File: config.mk
export PLATFORM = sky130hd
export DESIGN_NAME = mux16_rr_arbiter
export DESIGN_NICKNAME = d
export VERILOG_FILES = /design/src/rtl/mux16_rr_arbiter.sv
export SDC_FILE = /design/constraint.sdc
export NUM_CORES = 1
export LEC_CHECK = 0
export ABC_CLOCK_PERIOD_IN_PS = 3600
export BUFFER_PORTS_ARGS = -buffer_cell sky130_fd_sc_hd__buf_2
export CAP_MARGIN = 10
export CORE_MARGIN = 2
export CORE_UTILIZATION = 55
export DETAILED_ROUTE_END_ITERATION = 8
export GPL_TIMING_DRIVEN = 0
export HOLD_SLACK_MARGIN = 0.08
export PLACE_DENSITY = 0.78
export SYNTH_ARGS = -nofsm -noshare
export SYNTH_HDL_FRONTEND = slang
export SYNTH_SLANG_ARGS = --single-unit
File: constraint.sdc
create_clock -name clk -period 3.6 [get_ports clk]
set_input_delay 0.54 -clock clk [delete_from_list [all_inputs] [get_ports clk]]
set_output_delay 0.54 -clock clk [all_outputs]
set_load 0.05 [all_outputs]
File: src/rtl/mux16_rr_arbiter.sv
// mux16_rr_arbiter: round-robin owner arbitration with hold-limit preemption for a 16:1 mux select
module mux16_rr_arbiter #(
  parameter int MAX_HOLD = 8
) (
  input  logic        clk,
  input  logic        rst,
  input  logic [15:0] req,
  output logic [15:0] gnt,
  output logic [3:0]  sel,
  output logic        gnt_valid
);
  localparam int HW = (MAX_HOLD < 1) ? 1 : $clog2(MAX_HOLD + 1);
  typedef enum logic {IDLE, OWN} state_t;
  state_t state_q, state_d;
  logic [15:0] gnt_q, gnt_d, pool;
  logic [3:0] sel_q, sel_d, last_q, last_d, win, idx;
  logic [HW-1:0] hold_q, hold_d;
  logic gv_q, gv_d, found, keep, sat;
  always_comb begin
    // the owner is masked out, so one search serves idle, release and preempt alike
    pool = req & ~gnt_q;
    found = 1'b0;
    win = '0;
    idx = '0;
    for (int i = 0; i < 16; i++) begin
      idx = last_q + 4'(i + 1);
      if (!found && pool[idx]) begin
        found = 1'b1;
        win = idx;
      end
    end
    sat = (MAX_HOLD == 0) || (hold_q == HW'(MAX_HOLD));
    keep = (state_q == OWN) && req[sel_q] && !(MAX_HOLD != 0 && hold_q == HW'(MAX_HOLD) && |pool);
    state_d = state_q;
    gnt_d = gnt_q;
    sel_d = sel_q;
    last_d = last_q;
    hold_d = hold_q;
    gv_d = gv_q;
    if (keep) begin
      hold_d = sat ? hold_q : hold_q + HW'(1);
    end else if (found) begin
      state_d = OWN;
      gnt_d = 16'(1) << win;
      sel_d = win;
      last_d = win;
      hold_d = HW'(1);
      gv_d = 1'b1;
    end else begin
      state_d = IDLE;
      gnt_d = '0;
      gv_d = 1'b0;
    end
  end
  always_ff @(posedge clk) begin
    if (rst) begin
      state_q <= IDLE;
      gnt_q <= '0;
      sel_q <= '0;
      last_q <= 4'd15;
      hold_q <= '0;
      gv_q <= 1'b0;
    end else begin
      state_q <= state_d;
      gnt_q <= gnt_d;
      sel_q <= sel_d;
      last_q <= last_d;
      hold_q <= hold_d;
      gv_q <= gv_d;
    end
  end
  assign gnt = gnt_q;
  assign sel = sel_q;
  assign gnt_valid = gv_q;
endmodule

Word level (Yosys, flattened, before mapping)
Cells that the tools add are included.

storage, ports and cells
  output and inout bits = 21
  word-level logic and storage cells = 153
  input port bits = 18
  flip-flop bits (word level) = 29

operators by class
  bitwise logic cells = 3
  reductions and logical operators = 38
  eq/ne operators = 2
  multiplexer cells = 71
  shift-type cells = 1
  magnitude comparators = 17
  add/sub/neg operators = 16

operator list
  kind                    number
  $lt A4 B5 Y1 const B    17
  $mux W4                 19
  $bmux W1 S4             17
  $mux W1                 34
  $add A4 B4 Y4 const B   8
  $logic_and A1 B1 Y1     18
  $add A4 B3 Y4 const B   4
  $and A16 B16 Y16        1
  $logic_not A1 Y1        16
  $mux W16                1
  $not A16 Y16            1
  $reduce_or A16 Y1       1
  $shl A1 B4 Y16 const A  1
  $add A4 B1 Y4 const B   2
  $add A4 B2 Y4 const B   2
  $eq A4 B4 Y1 const B    1
  $reduce_and A2 Y1       2
  $ne A2 B2 Y1 const B    1
  $reduce_bool A2 Y1      1
  $not A1 Y1              1

Depth between registers and ports, before layout
  depth after elaboration = 52
  mapped depth = 17
  depth with buffers taken out = 12

Worst setup path before layout
Ideal clock, no wire load.

  kind = reg2reg
  start = reg last_q[1]
  end = reg gnt_q[12], in the netlist gnt[12]
  stages on the path, launching flop included = 17
  data arrival time = 3.921 ns
  clock period less this slack = 4.007 ns
  path buffers = 4
  path slack = -0.407 ns
  required time = 3.515 ns
  setup time = 0.085 ns
  cell sequence = dfxtp_1 > inv_1 > buf_1 > ha_1 > clkbuf_2 > inv_2 > mux4_2 > mux2i_1 > mux2i_4 > buf_6 > nor4_2 > o2111ai_1 > o31a_1 > o22a_1 > or3_1 > buf_4 > o31ai_2

on the way
  word-level cells in the longest chain between the ends = 51
  elaborated cells between the ends (all ways) = 111
  classes of those cells = add/sub (15); shift (1); mux (65); reduce/logical (30)

ends and longest elaborated chain
  element                        line  source
  start: declaration             16    logic [3:0] sel_q, sel_d, last_q, last_d, win, idx;
  start signal: assignment       67    last_q <= last_d;
  $add A4 B1 Y4                  26    idx = last_q + 4'(i + 1);
  $bmux W1 S4                    27    if (!found && pool[idx]) begin
  $mux W1 (not written as such)  27
  $mux W1                        27
  $logic_not A1 Y1               27
  $logic_and A1 B1 Y1            27
  $mux W1                        27
  $logic_not A1 Y1               27
  [... 35 more ...]              n/a
  $logic_not A1 Y1               27
  $logic_and A1 B1 Y1            27
  $mux W1                        27
  $logic_not A1 Y1               27
  $logic_and A1 B1 Y1            27
  $mux W4                        27
  $shl A1 B4 Y16                 44    gnt_d = 16'(1) << win;
  $mux W16 *                     42    end else if (found) begin
  end signal: assignment         65    gnt_q <= gnt_d;
  end: declaration               15    logic [15:0] gnt_q, gnt_d, pool;

Mark *: on every way between the ends. The rest lies on a longest branch, timed or not. The select of a mux whose other input is x is not followed.
A chain may end at the register's enable or synchronous reset.

Worst setup path after layout
  start = reg last_q[1]
  end = reg gnt_q[13], in the netlist gnt[13]

Same word-level chain as after synthesis.

==> results.py <==
metrics = {
    "route": {
        "detailroute.via_count": 4405,
        "postRouteWirelength_um": 14600,
        "detail_route.wl_per_cell_um": 23.1,
        "route.antenna.remaining_nets": 0,
        "remaining_drc_errors": 0,
        "drt-pass1-iter-count": 5,
        "first_iter_violations": 489,
        "drt-vias-per-instance": 6.96,
    },
    "yosys": {
        "mean_area_per_synthesized_cell_um2": 8.89,
        "syn-num-nets": 468,
        "netlist_top_cells_count": "nand2_1, nor2_1, dfxtp_1, mux4_2, a21oi_1",
        "synth_edf_count": 0,
        "synth.ff_latch_count": 29,
        "post-synth-top-area-fraction_pct": 16.7,
        "synth.area.top_cells": "mux4_2, dfxtp_1, mux2_2, nand2_1, nand2b_1",
        "post-synth-top-count-cell": "nand2_1",
        "mappedNetlistArea_um2": 3920,
        "synth_async_sr_flop_share_pct": 0,
        "syn_inst": 441,
        "synthDominantAreaCellType": "mux4_2",
        "ys_seq_area_share_pct": 14.8,
        "yosys_most_used_dff": "dfxtp_1",
        "yosys.cell_types.count": 81,
        "ys_warn_count": 0,
    },
    "critical_path": {
        "critical_path.max_fanout": 8,
        "worstSetupEndpointType": "flop",
        "crit_arrival_ns": 4.03,
        "start_kind": "flop",
        "worst-setup-path-type": "flop to flop",
        "setup.reg_to_reg.worst_slack_ns": -0.23,
        "worst-endpoint-required_ns": 3.80,
    },
    "timing": {
        "timing.clock.skew_ns": 0.00603,
        "min_period_over_period_pct": 106,
        "hold_viol": 0,
        "final_max_slew_viol_count": 0,
        "worst-slew-pin-transition_ns": 0.632,
        "fmax_mhz": 261,
        "rsz0062_at_grt": "true",
        "timing.hold.ws_ns": 0.480,
        "layout_min_cycle_time_ns": 3.83,
        "finalSetupViolations": 17,
        "worst_slew_margin_pct": 57.6,
        "setup_ws_ns": -0.230,
    },
    "outcome": {
        "result_of_the_run": "complete, but fails checks",
        "failed_checks": "negative setup slack",
    },
    "layout": {
        "nets": 565,
        "drive_gt1_share_pct": 45.6,
        "diodes": 0,
        "total_area_of_multi_input_combinational_cells_um2": 3530,
        "area_used_by_sequential_logic_in_the_layout_um2": 589,
        "flow.area_growth_from_synthesis_pct": 33.2,
        "summed_area_of_non_filler_cells_in_the_final_layout_um2": 5220,
        "number_of_filler_instances_in_the_final_layout": 493,
    },
    "die": {
        "core_area_um2": 6830,
        "ios": 39,
        "floorplan.rows": 30,
        "design.die.area_um2": 7820,
        "die_w_um": 88.4,
        "die-height_um": 88.4,
        "initial_core_util_pct": 57.4,
    },
    "global_route": {
        "grt_start_max_net_pins": 11,
        "grt_remaining_overflow": 0,
        "initial_antenna_violation_count": 0,
        "grt_use_total_pct": 37.1,
        "vias_in_the_first_global_route": 4094,
        "grt_pass1_wl_um": 22100,
    },
    "job": {
        "maxCapViolations": 0,
    },
    "placement": {
        "gpl.final_weighted_congestion": 0.992,
        "io_buffers": 37,
        "dp.final_hpwl_um": 10000,
        "placement.cell_area_um2": 4290,
    },
    "cts": {
        "cts.htree.levels": 2,
        "cts-root-buf": "clkbuf_8",
        "number_of_sinks_on_the_clock_net": 29,
        "cts_tree": "done",
        "clock_insertion_delay_worst_skew_ns": 0.28,
        "worst_path_clk_slew_ns": 0.07,
        "cts.path.max_buffers": 2,
        "cts.hold.buffers_added": 0,
        "cts_inserted_buffers": 5,
    },
    "min_path": {
        "timing.hold.worst.class": "flop to flop",
    },
}
==> kinds of logic after synthesis <==
group | after synthesis | share of synthesized area, %
simple gates | 166 | 22.4
compound gates | 127 | 23.5
mux | 63 | 26.9
buf+inv | 36 | 5.20
flops | 29 | 14.8
xor+xnor | 11 | 4.18
fa+ha+maj | 9 | 2.87
==> path summary, 6_finish.rpt <==
check             from      end  cells after the start
max          last_q[1]  gnt[13]                     15
min             gnt[8]   gnt[8]                      2
max reg2reg  last_q[1]  gnt[13]                     15
min reg2reg     gnt[8]   gnt[8]                      2
==> cell type report <==
class / instances / share of cell area (%)
Multi-Input combinational cell: 376 / 67.6
Timing Repair Buffer: 94 / 12.6
Sequential cell: 29 / 11.3
Buffer: 19 / 3.40
Tap cell: 96 / 2.30
Inverter: 13 / 1.44
Clock buffer: 5 / 1.32
Clock inverter: 1 / 0.0959
==> repair_timing <==
item,4_1_cts,5_1_grt
resized for setup,65,35
gates cloned,0,0
endpoints found under the setup margin,29,24
hold endpoints to repair,0,0
pin swaps,31,24
setup buffers,47,10
==> stage by stage <==
| stage | util [%] | setup WS (ns) | TNS [ns] | std cells |
|---|---|---|---|---|
| finish | 76.4 | -0.230 | -2.87 | 633 |
| global route | 76.4 | -0.309 | -4.04 | 633 |
| CTS | 73.9 | -0.241 | -1.68 | 626 |
| detailed placement | 62.8 | -0.972 | -22.34 | 574 |
| global placement | 62.8 | -0.945 | -21.20 | 574 |
| floorplan | - | 0.0130 | 0 | 441 |
==> layout by cell type, fill, tap and decap left out, drive strengths merged, types with 5 or more instances in the layout <==
cell	Yosys	layout
nand2b	21	21
ha	9	9
dfxtp	29	29
nor2	30	30
mux2i	16	16
a21oi	22	22
o21ai	21	21
or3	5	5
nand2	45	45
inv	13	11
xnor2	8	8
o31ai	14	14
o211ai	12	12
o22ai	8	8
a211oi	7	7
nor3	9	9
clkbuf	9	10
buf	14	108
nand3	16	16
mux4	29	29
nor2b	14	14
mux2	18	18
o31a	5	5
==> registers in the layout, indices dropped and copies added (netlist names) <==
name,count
gnt,16
last_q,4
sel,4
hold_q,4
gnt_valid,1
==> metal layers <==
metal | vias up | GRT usage [%] | wire length (um)
met1 | 2103 | 49.4 | 5580
met3 | 57 | 3.17 | 1270
met5 | - | 0 | 0
met4 | 0 | 14.6 | 645
met2 | 343 | 62.6 | 7110
li1 | 1902 | - | -
==> critical path, cell delays in order (launching register included) <==
cell	delay [ns]
dfxtp_4	0.39
clkinvlp_4	0.11
buf_12	0.15
ha_4	0.37
clkinv_8	0.09
mux4_2	0.47
mux2i_4	0.21
mux2i_4	0.12
buf_6	0.14
nor4_4	0.26
o2111ai_2	0.21
o31a_1	0.15
o22a_2	0.26
or3_4	0.42
buf_4	0.17
o31ai_2	0.19
Power is left out: the tool's default activity adds up to more than one toggle a clock period on the data nets, which glitch-free logic cannot reach.
